<file path="src/rtl/laser_search_ctrl_if.sv">
// Request/response channel between the search sequencer and the shared
// coverage-count datapath.
interface laser_search_ctrl_if #(
  parameter int CW = 6
);
  logic          req_valid;
  logic          req_ready;
  logic [3:0]    req_cx;
  logic [3:0]    req_cy;
  logic [3:0]    fix_x;
  logic [3:0]    fix_y;
  logic          resp_valid;
  logic [CW-1:0] resp_cnt;

  modport master (
    output req_valid, req_cx, req_cy, fix_x, fix_y,
    input  req_ready, resp_valid, resp_cnt
  );

  modport slave (
    input  req_valid, req_cx, req_cy, fix_x, fix_y,
    output req_ready, resp_valid, resp_cnt
  );
endinterface

</file>
<file path="src/rtl/laser_search_ctrl.sv">
// Alternating coordinate-descent search over a 16x16 grid for two laser
// circle centers; one candidate is evaluated at a time by the shared datapath.
//
// state  | meaning
// IDLE   | waiting for start from the point loader
// ISSUE  | presenting candidate to datapath (req_valid high)
// WAIT   | request accepted, waiting for coverage count
// EVAL   | end of sweep: commit best position, decide continue/stop
// FINISH | publish final centers, DONE pulse
module laser_search_ctrl #(
  parameter int INIT_X     = 8,
  parameter int INIT_Y     = 8,
  parameter int CW         = 6,
  parameter int MAX_SWEEPS = 8
) (
  input  logic                CLK,
  input  logic                RST,
  input  logic                start,
  laser_search_ctrl_if.master bus,
  output logic                busy,
  output logic [3:0]          C1X,
  output logic [3:0]          C1Y,
  output logic [3:0]          C2X,
  output logic [3:0]          C2Y,
  output logic                DONE
);

  typedef enum logic [2:0] {IDLE, ISSUE, WAIT, EVAL, FINISH} state_t;

  state_t        state, state_nxt;
  logic [3:0]    c1x, c1y, c2x, c2y;
  logic [3:0]    cand_x, cand_y;
  logic [3:0]    best_x, best_y;
  logic [CW-1:0] best_cnt, prev_total;
  logic [1:0]    no_imp, no_imp_nxt;
  logic [7:0]    sweep, sweep_nxt;
  logic          swept;
  logic          last_cand, improve, stop, active;

  // Even sweeps move C1, odd sweeps move C2.
  assign swept      = sweep[0];
  assign last_cand  = (cand_x == 4'hF) && (cand_y == 4'hF);
  assign improve    = best_cnt > prev_total;
  assign no_imp_nxt = improve ? 2'd0 : no_imp + 2'd1;
  assign sweep_nxt  = sweep + 8'd1;
  assign stop       = (no_imp_nxt == 2'd2) || (sweep_nxt == 8'(MAX_SWEEPS));
  assign active     = (state != IDLE);

  always_ff @(posedge CLK or posedge RST) begin
    if (RST) state <= IDLE;
    else     state <= state_nxt;
  end

  always_comb begin
    state_nxt = state;
    case (state)
      IDLE:    if (start) state_nxt = ISSUE;
      ISSUE:   if (bus.req_ready) state_nxt = WAIT;
      WAIT:    if (bus.resp_valid) state_nxt = last_cand ? EVAL : ISSUE;
      EVAL:    state_nxt = stop ? FINISH : ISSUE;
      FINISH:  state_nxt = IDLE;
      default: state_nxt = IDLE;
    endcase
  end

  always_ff @(posedge CLK or posedge RST) begin
    if (RST) begin
      c1x        <= 4'(INIT_X);
      c1y        <= 4'(INIT_Y);
      c2x        <= 4'(INIT_X);
      c2y        <= 4'(INIT_Y);
      cand_x     <= '0;
      cand_y     <= '0;
      best_x     <= 4'(INIT_X);
      best_y     <= 4'(INIT_Y);
      best_cnt   <= '0;
      prev_total <= '0;
      no_imp     <= '0;
      sweep      <= '0;
      C1X        <= '0;
      C1Y        <= '0;
      C2X        <= '0;
      C2Y        <= '0;
    end else begin
      case (state)
        IDLE: if (start) begin
          c1x        <= 4'(INIT_X);
          c1y        <= 4'(INIT_Y);
          c2x        <= 4'(INIT_X);
          c2y        <= 4'(INIT_Y);
          cand_x     <= '0;
          cand_y     <= '0;
          best_x     <= 4'(INIT_X);
          best_y     <= 4'(INIT_Y);
          best_cnt   <= '0;
          prev_total <= '0;
          no_imp     <= '0;
          sweep      <= '0;
        end
        WAIT: if (bus.resp_valid) begin
          // Strict compare: on ties the earlier scan position wins.
          if (bus.resp_cnt > best_cnt) begin
            best_cnt <= bus.resp_cnt;
            best_x   <= cand_x;
            best_y   <= cand_y;
          end
          if (!last_cand) begin
            cand_x <= cand_x + 4'd1;
            if (cand_x == 4'hF) cand_y <= cand_y + 4'd1;
          end
        end
        EVAL: begin
          if (improve) begin
            if (swept) begin
              c2x <= best_x;
              c2y <= best_y;
            end else begin
              c1x <= best_x;
              c1y <= best_y;
            end
            prev_total <= best_cnt;
          end
          no_imp <= no_imp_nxt;
          sweep  <= sweep_nxt;
          if (!stop) begin
            cand_x   <= '0;
            cand_y   <= '0;
            best_cnt <= '0;
          end
        end
        FINISH: begin
          C1X <= c1x;
          C1Y <= c1y;
          C2X <= c2x;
          C2Y <= c2y;
        end
        default: ;
      endcase
    end
  end

  assign bus.req_valid = (state == ISSUE);
  assign bus.req_cx    = active ? cand_x : 4'd0;
  assign bus.req_cy    = active ? cand_y : 4'd0;
  assign bus.fix_x     = active ? (swept ? c1x : c2x) : 4'd0;
  assign bus.fix_y     = active ? (swept ? c1y : c2y) : 4'd0;
  assign busy          = active;
  assign DONE          = (state == FINISH);

endmodule

</file>
<file path="src/flat_wrapper.sv">
// flat-port wrapper written by rule: the top's interface ports become plain ports
module laser_search_ctrl_flat 
#(
  parameter int INIT_X     = 8,
  parameter int INIT_Y     = 8,
  parameter int CW         = 6,
  parameter int MAX_SWEEPS = 8
)
  (CLK, RST, start, busy, C1X, C1Y, C2X, C2Y, DONE, bus_req_valid, bus_req_cx, bus_req_cy, bus_fix_x, bus_fix_y, bus_req_ready, bus_resp_valid, bus_resp_cnt);
  laser_search_ctrl_if #(.CW(CW)) bus_i ();
  input  logic CLK;
  input  logic RST;
  input  logic start;
  output logic busy;
  output logic [3:0] C1X;
  output logic [3:0] C1Y;
  output logic [3:0] C2X;
  output logic [3:0] C2Y;
  output logic DONE;
  output wire logic [$bits(bus_i.req_valid)-1:0] bus_req_valid;
  output wire logic [$bits(bus_i.req_cx)-1:0] bus_req_cx;
  output wire logic [$bits(bus_i.req_cy)-1:0] bus_req_cy;
  output wire logic [$bits(bus_i.fix_x)-1:0] bus_fix_x;
  output wire logic [$bits(bus_i.fix_y)-1:0] bus_fix_y;
  input wire logic [$bits(bus_i.req_ready)-1:0] bus_req_ready;
  input wire logic [$bits(bus_i.resp_valid)-1:0] bus_resp_valid;
  input wire logic [$bits(bus_i.resp_cnt)-1:0] bus_resp_cnt;
  assign bus_req_valid = bus_i.req_valid;
  assign bus_req_cx = bus_i.req_cx;
  assign bus_req_cy = bus_i.req_cy;
  assign bus_fix_x = bus_i.fix_x;
  assign bus_fix_y = bus_i.fix_y;
  assign bus_i.req_ready = bus_req_ready;
  assign bus_i.resp_valid = bus_resp_valid;
  assign bus_i.resp_cnt = bus_resp_cnt;
  laser_search_ctrl #(.INIT_X(INIT_X), .INIT_Y(INIT_Y), .CW(CW), .MAX_SWEEPS(MAX_SWEEPS)) u_core (.CLK(CLK), .RST(RST), .start(start), .bus(bus_i), .busy(busy), .C1X(C1X), .C1Y(C1Y), .C2X(C2X), .C2Y(C2Y), .DONE(DONE));
endmodule
</file>
<file path="config.mk">
export PLATFORM = sky130hd
export DESIGN_NAME = laser_search_ctrl_flat
export DESIGN_NICKNAME = d
export VERILOG_FILES = /design/src/rtl/laser_search_ctrl_if.sv /design/src/rtl/laser_search_ctrl.sv /design/src/flat_wrapper.sv
export SDC_FILE = /design/constraint.sdc
export NUM_CORES = 1
export LEC_CHECK = 0
export ABC_AREA = 1
export BUFFER_PORTS_ARGS = -buffer_cell sky130_fd_sc_hd__buf_2
export CAP_MARGIN = 20
export CORE_ASPECT_RATIO = 0.6
export CORE_MARGIN = 10
export CORE_UTILIZATION = 54
export CTS_BUF_LIST = sky130_fd_sc_hd__clkbuf_8
export DETAILED_ROUTE_END_ITERATION = 10
export PLACE_DENSITY = 0.74
export SYNTH_ARGS = -nofsm -noshare
export SYNTH_HDL_FRONTEND = slang
export SYNTH_SLANG_ARGS = --single-unit
</file>
<file path="constraint.sdc">
create_clock -name CLK -period 1.85 [get_ports CLK]
set_input_delay 0.0925 -clock CLK [delete_from_list [all_inputs] [get_ports CLK]]
set_output_delay 0.0925 -clock CLK [all_outputs]
set_load 0.02 [all_outputs]
</file>
==> results of run 1 <==
==> area by class of cell <==
| cell class | count | area [sq um] | share of cell area |
|---|---|---|---|
| clock buffers | 11 | 151 | 0.0302 |
| multi-input cells | 316 | 1860 | 0.371 |
| inverters | 76 | 292 | 0.0583 |
| clock inverters | 5 | 55.1 | 0.0110 |
| well taps | 87 | 109 | 0.0217 |
| repair buffers | 97 | 704 | 0.141 |
| flip-flops and latches | 73 | 1830 | 0.367 |
==> worst max-delay path, delay by kind of cell (launching register included) <==
family / cells / cell delay [ns]
AO/OA/AOI/OAI: 1 / 0.07
AND/OR/NAND/NOR: 10 / 0.99
buffers and inverters: 1 / 0.13
flip-flops: 1 / 0.43
adder cells (fa/ha/maj): 1 / 0.34
==> report_power, final <==
part / switching [mW] / total, mW / internal, mW
Sequential: 0.279 / 2.32 / 2.04
Combinational: 3.45 / 5.97 / 2.52
Clock: 0.634 / 1.33 / 0.692
==> worst max path at each step <==
stage	from	end	slack [ns]	cells past startpoint
after floorplan	u_core.best_cnt[5]$_DFFE_PP0P_	u_core.c2x[2]$_DFFE_PP0P_	0.008	11
after global placement	u_core.best_cnt[1]$_DFFE_PP0P_	u_core.best_y[2]$_DFFE_PP0P_	-0.004	12
after detailed placement	u_core.best_cnt[5]$_DFFE_PP0P_	u_core.c1x[2]$_DFFE_PP0P_	-0.11	13
after CTS	u_core.best_cnt[5]$_DFFE_PP0P_	u_core.c1x[1]$_DFFE_PP0P_	-0.12	14
after global routing	u_core.best_cnt[2]$_DFFE_PP0P_	u_core.best_cnt[3]$_DFFE_PP0P_	-0.30	13
final	u_core.best_cnt[2]$_DFFE_PP0P_	u_core.best_cnt[3]$_DFFE_PP0P_	-0.22	13
==> metal layers <==
metal / up-vias / track usage
met2: 147 / 0.301
li1: 1713 / -
met4: 0 / 0.0642
met1: 1727 / 0.240
met5: - / 0
met3: 17 / 0.0665
==> cells in the final DEF (no fill, tap or decap), types with 2 or more instances in the layout <==
master / n
o21ai_1: 16
or2_2: 5
buf_6: 3
nand3_2: 2
dfrtp_1: 67
nor3_4: 2
ha_4: 5
clkinvlp_4: 2
clkbuf_8: 11
buf_12: 3
xor2_1: 2
nand2_2: 25
ha_1: 9
a21oi_4: 2
inv_2: 5
o21ai_2: 8
buf_4: 38
nand3_4: 4
dlygate4sd3_1: 6
nor2_4: 3
inv_1: 69
nand2_1: 108
nand3_1: 15
dfstp_2: 6
nand4_1: 14
nand2_4: 3
buf_2: 45
nor2_1: 35
o21ai_0: 38
a21oi_1: 5
o22ai_1: 5
==> metrics by stage <==
stage	setup TNS, ns	cells
2_1_floorplan	0	479
3_3_place_gp	-0.00450	635
3_5_place_dp	-2.43	635
4_1_cts	-2.24	665
5_1_grt	-9.59	665
6_report	-5.90	665
==> cell families after synthesis <==
group | after synthesis
flip-flops | 73
adder cells (fa/ha/maj) | 15
buffers and inverters | 90
XOR/XNOR | 2
AND/OR/NAND/NOR | 219
AO/OA/AOI/OAI | 80
==> timing repair <==
action | 4_1_cts | 5_1_grt
gates resized for setup | 26 | 61
gates cloned | 1 | 1
pin swaps | 3 | 19
hold endpoints to repair | 21 | 0
hold buffers | 6 | 0
endpoints found under the setup margin | 39 | 45
buffers inserted | 7 | 3
==> metrics, run 1 <==
run status=complete, but fails checks; failing checks=negative setup slack; Max-cap violations=0; Via density=5.42; largest net degree at the start of global routing=34; simple-gate portion of the synthesized area=0.250; Iteration-0 DRC Markers=390; number of synthesized flops with an enable pin=0; root buf cell=clkbuf_8; ys flop type=dfrtp_1; count leader, synth=nand2_1; minimum clock period after layout=2.07 ns; Synth area leader=dfrtp_1; final worst slack=-0.217 ns; final setup fails=42; die area=10,900 sq um; Mapped Area=3810 sq um; GP Congestion=0.899; RSZ-0062 raised after global routing=yes; GRT overflow=0; Min-Delay Path Depth=3; critical-path cell list=ha_1 -> nand2_2 -> nor2_4 -> o21ai_2 -> nand3_1 -> buf_4 -> nand2_4 -> nand2_2 -> nand2_2 -> nand2_4 -> nand3_4 -> nand2_1 -> nand2_1; worst reg-to-reg path cell count=13; most frequent CP cell=nand2_2; clk slew on worst S/H paths=0.08 ns; ys async rst share=1.00; Synth Instances=479; via count=3,604; H-tree depth=3; # fillers=474; Die Span Y=85.1 microns; Yosys warnings=0; share of layout cells above drive strength 1=0.315; CTS buffer count=9; nets=599; sequential-to-total area share from yosys stat=0.481; WL final=10.7 mm; CP Data Arrival Time=2.33 ns; Worst Path Max Fanout=6; Initial Util=0.564; CP Class=reg -> reg; post-route cell area=5000 sq um; Slew headroom=0.672; Total GRT Usage=0.191; Crit path required time=2.11 ns; Final Hold Vio Count=0; Power, Total=9.62 mW; largest family of logic cells by synthesized area=simple AND/OR/NAND/NOR gates; Worst Clk Skew=0.0177 ns; Core Util, Final=0.740; Placed Area=4400 sq um; Tcrit/Tclk final=1.12; synth unique cells=32; Synth area leaders=dfrtp_1 44%, nand2_1 13%, o21ai_0 7.6%; mux cell area share after synthesis=0; M1 WL=4.59 mm; max-slew violations=0; CP Capture Type=flop; drt first pass iters=7; CTS tree=yes; Top Ports=46; Worst-Skew Late Latency=0.38 ns; metal3 WL=875 microns; PwrDens=1920 nW/um^2; Mapped Nets=505; Synth Area in Adders=0.0492; r2r startpoint=u_core.best_cnt[2]$_DFFE_PP0P_; initial antenna violation count=0; met2 wire len=5.02 mm; Sink Count=73; CP peak stage delay=0.43 ns; die width=128 microns; compound-cell area share of the yosys netlist=0.117; slowest CP cell=dfrtp_1; vias in the first global route=3,567; Synth top cells by count=134 x nand2_1, 72 x inv_1, 67 x dfrtp_1; hold_ws=0.0433 ns; Hold Path Origin=bus_resp_cnt[1]; core region area=6760 sq um; Fmax achieved=0.484 GHz; DRC Markers=0; Area Overhead vs Synth=31.3%; Max rail drop VDD=0.00152 V; reg2reg setup slack=-0.22 ns; highest routed layer=met4; number of port buffers=45; # diodes=0; Tightest Pin Transition=0.490 ns; Largest regs=u_core.sweep x8, u_core.best_cnt x6, u_core.prev_total x6; RR Endpoint=u_core.best_cnt[3]$_DFFE_PP0P_; Reg with most FFs=u_core.sweep; Routed Antenna Nets=0; LEAKAGE=2.52 nW; CP Launch Type=flop; global-route wire length before repair=16.9 mm; mean area per synthesized cell=7.96 sq um; worst min path class=in -> reg; cell row count=23; DR WL/cell=16.0 microns; hpwl dp=7.06 mm; number of flip-flops in the largest register=8; top cell type's share of synthesized area=0.440; Hold Path End=u_core.best_cnt[1]$_DFFE_PP0P_; Place WS=-0.106 ns; XOR/XNOR Fraction of Synth Area=0.00459; register bit total from synthesis=73; CTS Buffer Depth=2
(Power assumes the default switching activity.)
==> run 2: changes to the inputs <==
--- a/config.mk
+++ b/config.mk
@@ -13,7 +13,9 @@
 export CORE_UTILIZATION = 54
 export CTS_BUF_LIST = sky130_fd_sc_hd__clkbuf_8
 export DETAILED_ROUTE_END_ITERATION = 10
+export HOLD_SLACK_MARGIN = 0.12
 export PLACE_DENSITY = 0.74
+export RECOVER_POWER = 100
 export SYNTH_ARGS = -nofsm -noshare
 export SYNTH_HDL_FRONTEND = slang
 export SYNTH_SLANG_ARGS = --single-unit
==> run 2 against run 1 <==
Compared with the run above:
- the flow still finishes with violations (negative setup slack)
- flip-flop and latch count is the same
- non-clock buffer count increased by 2
- clock skew grew 0.00063 ns
- sequential share of layout area increased by 0.18 points
- routed wire length up 0.34%
- worst hold slack improved by 0.19 ns
- combinational power about the same
- sequential power is essentially flat
- largest cell class unchanged
==> metrics, run 2 (synthesis gave the netlist of run 1 again) <==
run status=complete, but fails checks; failing checks=negative setup slack; die area=10,900 sq um; Worst Path Max Fanout=6; Hold Path End=u_core.sweep[1]$_DFFE_PP0P_; number of port buffers=45; CP Launch Type=flop; CP peak stage delay=0.43 ns; Min-Delay Path Depth=4; highest routed layer=met4; Initial Util=0.564; Worst-Skew Late Latency=0.38 ns; most frequent cells in the layout=108 x nand2_1, 69 x inv_1, 67 x dfrtp_1; Placed Area=4400 sq um; Top Ports=46; Tightest Pin Transition=0.917 ns; Reg with most FFs=u_core.sweep; RSZ-0062 raised after global routing=yes; cell row count=23; minimum clock period after layout=2.07 ns; WP buf/inv=1; die width=128 microns; DR WL/cell=16.0 microns; final worst slack=-0.221 ns; worst min path class=in -> reg; met2 wire len=5.11 mm; CTS buffer count=9; most frequent CP cell=nand2_2; vias in the first global route=3,570; worst reg-to-reg path cell count=13; WL final=10.7 mm; hpwl dp=7.06 mm; CP Data Arrival Time=2.33 ns; Fmax achieved=0.483 GHz; number of flip-flops in the largest register=8; drt first pass iters=5; Routed Antenna Nets=0; Worst Clk Skew=0.0183 ns; root buf cell=clkbuf_8; Largest regs=u_core.sweep x8, u_core.best_cnt x6, u_core.prev_total x6; Final Hold Vio Count=0; via count=3,598; final setup fails=42; Power, Total=9.60 mW; RR Endpoint=u_core.best_cnt[3]$_DFFE_PP0P_; Iteration-0 DRC Markers=349; critical-path cell list=ha_1 -> nand2_2 -> nor2_4 -> o21ai_2 -> nand3_1 -> buf_4 -> nand2_4 -> nand2_2 -> nand2_2 -> nand2_4 -> nand3_4 -> nand2_1 -> nand2_1; max-slew violations=0; fin cells=667; nets=601; M1 WL=4.58 mm; CP Class=reg -> reg; Sink Count=73; crit path from=u_core.best_cnt[2]$_DFFE_PP0P_; Max rail drop VDD=0.00151 V; Area Overhead vs Synth=30.6%; H-tree depth=3; Slew headroom=0.385; Hold Path Origin=start; LEAKAGE=2.45 nW; DRC Markers=0; core region area=6760 sq um; PwrDens=1930 nW/um^2; global-route wire length before repair=16.9 mm; Via density=5.39; # diodes=0; Place WS=-0.106 ns; CTS Buffer Depth=2; initial antenna violation count=0; CTS tree=yes; CP Capture Type=flop; metal3 WL=826 microns; share of layout cells above drive strength 1=0.286; Placed Cells=635; slowest CP cell=dfrtp_1; GRT overflow=0; cell family with most CP delay=simple AND/OR/NAND/NOR gates; commonest non-fill, non-tap cell in the layout=nand2_1; Crit path required time=2.11 ns; post-route cell area=4980 sq um; r2r startpoint=u_core.best_cnt[2]$_DFFE_PP0P_; Max-cap violations=0; largest net degree at the start of global routing=34; Total GRT Usage=0.191; Die Span Y=85.1 microns; GP Congestion=0.899; Core Util, Final=0.736; Tcrit/Tclk final=1.12; clk slew on worst S/H paths=0.08 ns; reg2reg setup slack=-0.22 ns
==> run 2: metrics by stage <==
step	hold slack (ns)	TNS (ns)
5_1_grt	0.247	-9.69
6_report	0.231	-5.90
3_5_place_dp	0.148	-2.43
2_1_floorplan	0.242	0
3_3_place_gp	0.146	-0.00450
4_1_cts	0.187	-2.24
==> run 2: area by class of cell <==
class                      instances  area (sq um)
multi-input combinational        316          1860
timing repair buffer              99           682
fill                             489          1780
sequential                        73          1830
inverter                          76           289
clock inverter                     5          55.1
tap                               87           109
clock buffer                      11           151
==> run 2: worst max-delay path by stage <==
stage                                      to  slack, ns  cells after the start
2_1_floorplan       u_core.c2x[2]$_DFFE_PP0P_      0.008                     11
3_3_place_gp     u_core.best_y[2]$_DFFE_PP0P_     -0.004                     12
3_5_place_dp        u_core.c1x[2]$_DFFE_PP0P_      -0.11                     13
4_1_cts             u_core.c1x[1]$_DFFE_PP0P_      -0.12                     14
5_1_grt        u_core.best_cnt[3]$_DFFE_PP0P_      -0.30                     13
6_report       u_core.best_cnt[3]$_DFFE_PP0P_      -0.22                     13
==> run 2: power breakdown <==
part	internal (mW)	total, mW	leakage [nW]	switching, mW
registers	2.04	2.32	0.984	0.280
clock network	0.691	1.32	0.107	0.627
logic	2.51	5.96	1.36	3.45
==> run 2: repair_timing <==
item / 4_1_cts / 5_1_grt
buffers inserted: 7 / 3
pin swaps: 3 / 19
cloned: 1 / 1
endpoints found under the hold margin: 45 / 0
endpoints found under the setup margin: 39 / 45
resized for setup: 26 / 61
hold buffers: 8 / 0
==> run 2: per-layer routing <==
| layer | vias up | track usage |
|---|---|---|
| met5 | - | 0 |
| met4 | 0 | 0.0642 |
| met3 | 23 | 0.0652 |
| met2 | 145 | 0.301 |
| met1 | 1717 | 0.241 |
| li1 | 1713 | - |
==> run 2: worst register-to-register path: stages, from the launching register on <==
cell and delay [ns]:
dfrtp_1 0.43, ha_1 0.34, nand2_2 0.08, nor2_4 0.13, o21ai_2 0.07, nand3_1 0.11, buf_4 0.13, nand2_4 0.05
nand2_2 0.05, nand2_2 0.06, nand2_4 0.16, nand3_4 0.16, nand2_1 0.13, nand2_1 0.07
==> run 3: changes to the inputs <==
--- a/config.mk
+++ b/config.mk
@@ -5,7 +5,6 @@
 export SDC_FILE = /design/constraint.sdc
 export NUM_CORES = 1
 export LEC_CHECK = 0
-export ABC_AREA = 1
 export BUFFER_PORTS_ARGS = -buffer_cell sky130_fd_sc_hd__buf_2
 export CAP_MARGIN = 20
 export CORE_ASPECT_RATIO = 0.6
==> run 3 against run 2 <==
Compared with the run above:
- the run still ends with negative setup slack left
- routed wire length grew 2.0%
- combinational power shrank 27%
- synthesized area shrank 4.2%
- total power shrank 22%
- worst hold slack lost 0.0054 ns
- synthesized cell count shrank 28%
- sequential power shrank 11%
==> metrics, run 3 <==
nets=490; Crit path required time=2.11 ns; Sink Count=73; H-tree depth=3; RSZ-0062 raised after global routing=yes; Clock power frac=0.149; reg2reg setup slack=-0.41 ns; minimum clock period after layout=2.26 ns; largest net degree at the start of global routing=51; CTS buffer count=9; Worst-Skew Late Latency=0.37 ns; global-route wire length before repair=17.6 mm; most frequent cells in the layout=65 x dfrtp_1, 51 x buf_4, 29 x buf_2; # diodes=0; hold_ws=0.225 ns; CP Capture Type=flop; ys flop type=dfrtp_1; sequential-to-total area share from yosys stat=0.502; CP Data Arrival Time=2.52 ns; register share of total power=0.274; Power, Total=7.53 mW; DR WL/cell=19.6 microns; via count=3,364; internal power=4.29 mW; crit path from=u_core.best_cnt[3]$_DFFE_PP0P_; Psw=3.24 mW; Max rail drop VDD=0.00103 V; sum of negative setup slack=-13.08 ns; met2 wire len=5.18 mm; run status=complete, but fails checks; Top Ports=46; CTS Buffer Depth=2; Via density=6.05; Initial Util=0.552; Max-cap violations=0; initial antenna violation count=0; Reg with most FFs=u_core.sweep; Hold Path End=u_core.best_x[3]$_DFFE_PP1P_; GP Congestion=0.883; Worst Path Max Fanout=3; RR Endpoint=u_core.cand_y[1]$_DFFE_PP0P_; register bit total from synthesis=73; vias in the first global route=3,552; hpwl dp=7.09 mm; commonest non-fill, non-tap cell in the layout=dfrtp_1; GRT overflow=0; Iteration-0 DRC Markers=332; Synth area leaders=dfrtp_1 46%, a22o_1 6.5%, ha_1 5.1%; metal3 WL=835 microns; DRC Markers=0; Slew headroom=0.325; max-slew violations=0; Hold Path Origin=start; top cell type's share of synthesized area=0.459; mean area per synthesized cell=10.5 sq um; count leader, synth=dfrtp_1; highest routed layer=met4; root buf cell=clkbuf_8; number of synthesized flops with an enable pin=0; drt first pass iters=5; Synth Instances=347; Gate power share=0.577; core region area=6620 sq um; die area=10,600 sq um; Synth top cells by count=67 x dfrtp_1, 27 x a22o_1, 26 x nor2_1; Final Hold Vio Count=0; fin cells=556; Largest regs=u_core.sweep x8, u_core.best_cnt x6, u_core.prev_total x6; Min-Delay Path Depth=4; Worst Clk Skew=0.00842 ns; cell row count=23; number of flip-flops in the largest register=8; CTS tree=yes; Placed Area=4400 sq um; CP Launch Type=flop; Core Util, Final=0.752; Place WS=-0.294 ns; Die Span Y=83.7 microns; Routed Antenna Nets=0; die width=126 microns; clk slew on worst S/H paths=0.08 ns; worst min path class=in -> reg; share of layout cells above drive strength 1=0.380; Total GRT Usage=0.203; Mapped Nets=373; worst reg-to-reg path cell count=7; number of port buffers=45; final worst slack=-0.412 ns; post-route cell area=4980 sq um; CP Class=reg -> reg; Fmax achieved=0.442 GHz; # fillers=457; Area Overhead vs Synth=36.3%; PwrDens=1510 nW/um^2; Synth area leader=dfrtp_1; WL final=10.9 mm; M1 WL=4.68 mm; switching part of the total=0.431; synth unique cells=44; failing checks=negative setup slack; Placed Cells=517; Yosys warnings=0; Tightest Pin Transition=1.01 ns; Tcrit/Tclk final=1.22; r2r startpoint=u_core.best_cnt[3]$_DFFE_PP0P_; ys async rst share=1.00; Mapped Area=3650 sq um; final setup fails=51; LEAKAGE=2.34 nW
==> run 3: changes by cell type in the layout (fill, tap and decap cells not counted), sizes merged, moves of 8 or more <==
cell and delta:
a22o +27, buf +20, inv -50, mux2 +17, mux2i +9, nand2 -115, nand3 -12, nor2 -12
nor2b +8, o21ai -43
==> run 3: power groups by stage <==
stage	sequential, mW	clock [mW]	combinational (mW)
6_report	2.06	1.12	4.34
5_1_grt	2.08	1.21	4.64
4_1_cts	2.03	1.14	3.78
3_5_place_dp	2.05	0	2.92
3_3_place_gp	2.04	0	2.82
2_1_floorplan	2.08	0	1.69
==> run 3: repair_timing <==
item	CTS	global route
resized for setup	46	18
pin swaps	23	23
hold buffers	9	0
buffers inserted	9	6
endpoints found under the setup margin	47	64
hold endpoints to repair	31	0
==> run 3: worst max path at each step <==
stage | cells after the start | slack [ns] | end
floorplan | 7 | -0.23 | u_core.cand_y[1]$_DFFE_PP0P_
global placement | 8 | -0.24 | u_core.best_cnt[0]$_DFFE_PP0P_
detailed placement | 6 | -0.29 | u_core.cand_y[1]$_DFFE_PP0P_
CTS | 8 | -0.24 | u_core.cand_y[1]$_DFFE_PP0P_
global route | 8 | -0.47 | u_core.cand_y[1]$_DFFE_PP0P_
finish | 7 | -0.41 | u_core.cand_y[1]$_DFFE_PP0P_
==> run 3: layer usage <==
| layer | up-vias | global-route usage |
|---|---|---|
| met2 | 142 | 0.322 |
| met4 | 0 | 0.0628 |
| met3 | 25 | 0.0666 |
| met5 | - | 0 |
| li1 | 1514 | - |
| met1 | 1683 | 0.256 |
==> run 3: logic make-up after synthesis <==
family	share of synthesized area
xor+xnor	0.00719
buf+inv	0.0414
simple gates	0.133
flops	0.502
fa+ha+maj	0.0514
compound gates	0.188
mux	0.0771
==> run 3: final cells by class <==
type | count | area (sq um) | share of cell area
sequential | 73 | 1840 | 0.369
timing repair buffer | 121 | 822 | 0.165
tap | 87 | 109 | 0.0219
multi-input combinational | 235 | 1950 | 0.391
clock inverter | 7 | 47.5 | 0.00955
clock buffer | 9 | 124 | 0.0249
inverter | 24 | 93.8 | 0.0188
==> run 3: worst max-delay path, stage by stage (launching register included) <==
cell and delay [ns]:
dfrtp_1 0.45, ha_4 0.32, nand4_1 0.12, a21oi_2 0.22, nor4_4 0.08, o31a_1 0.36
a311oi_4 0.27, mux2_4 0.33
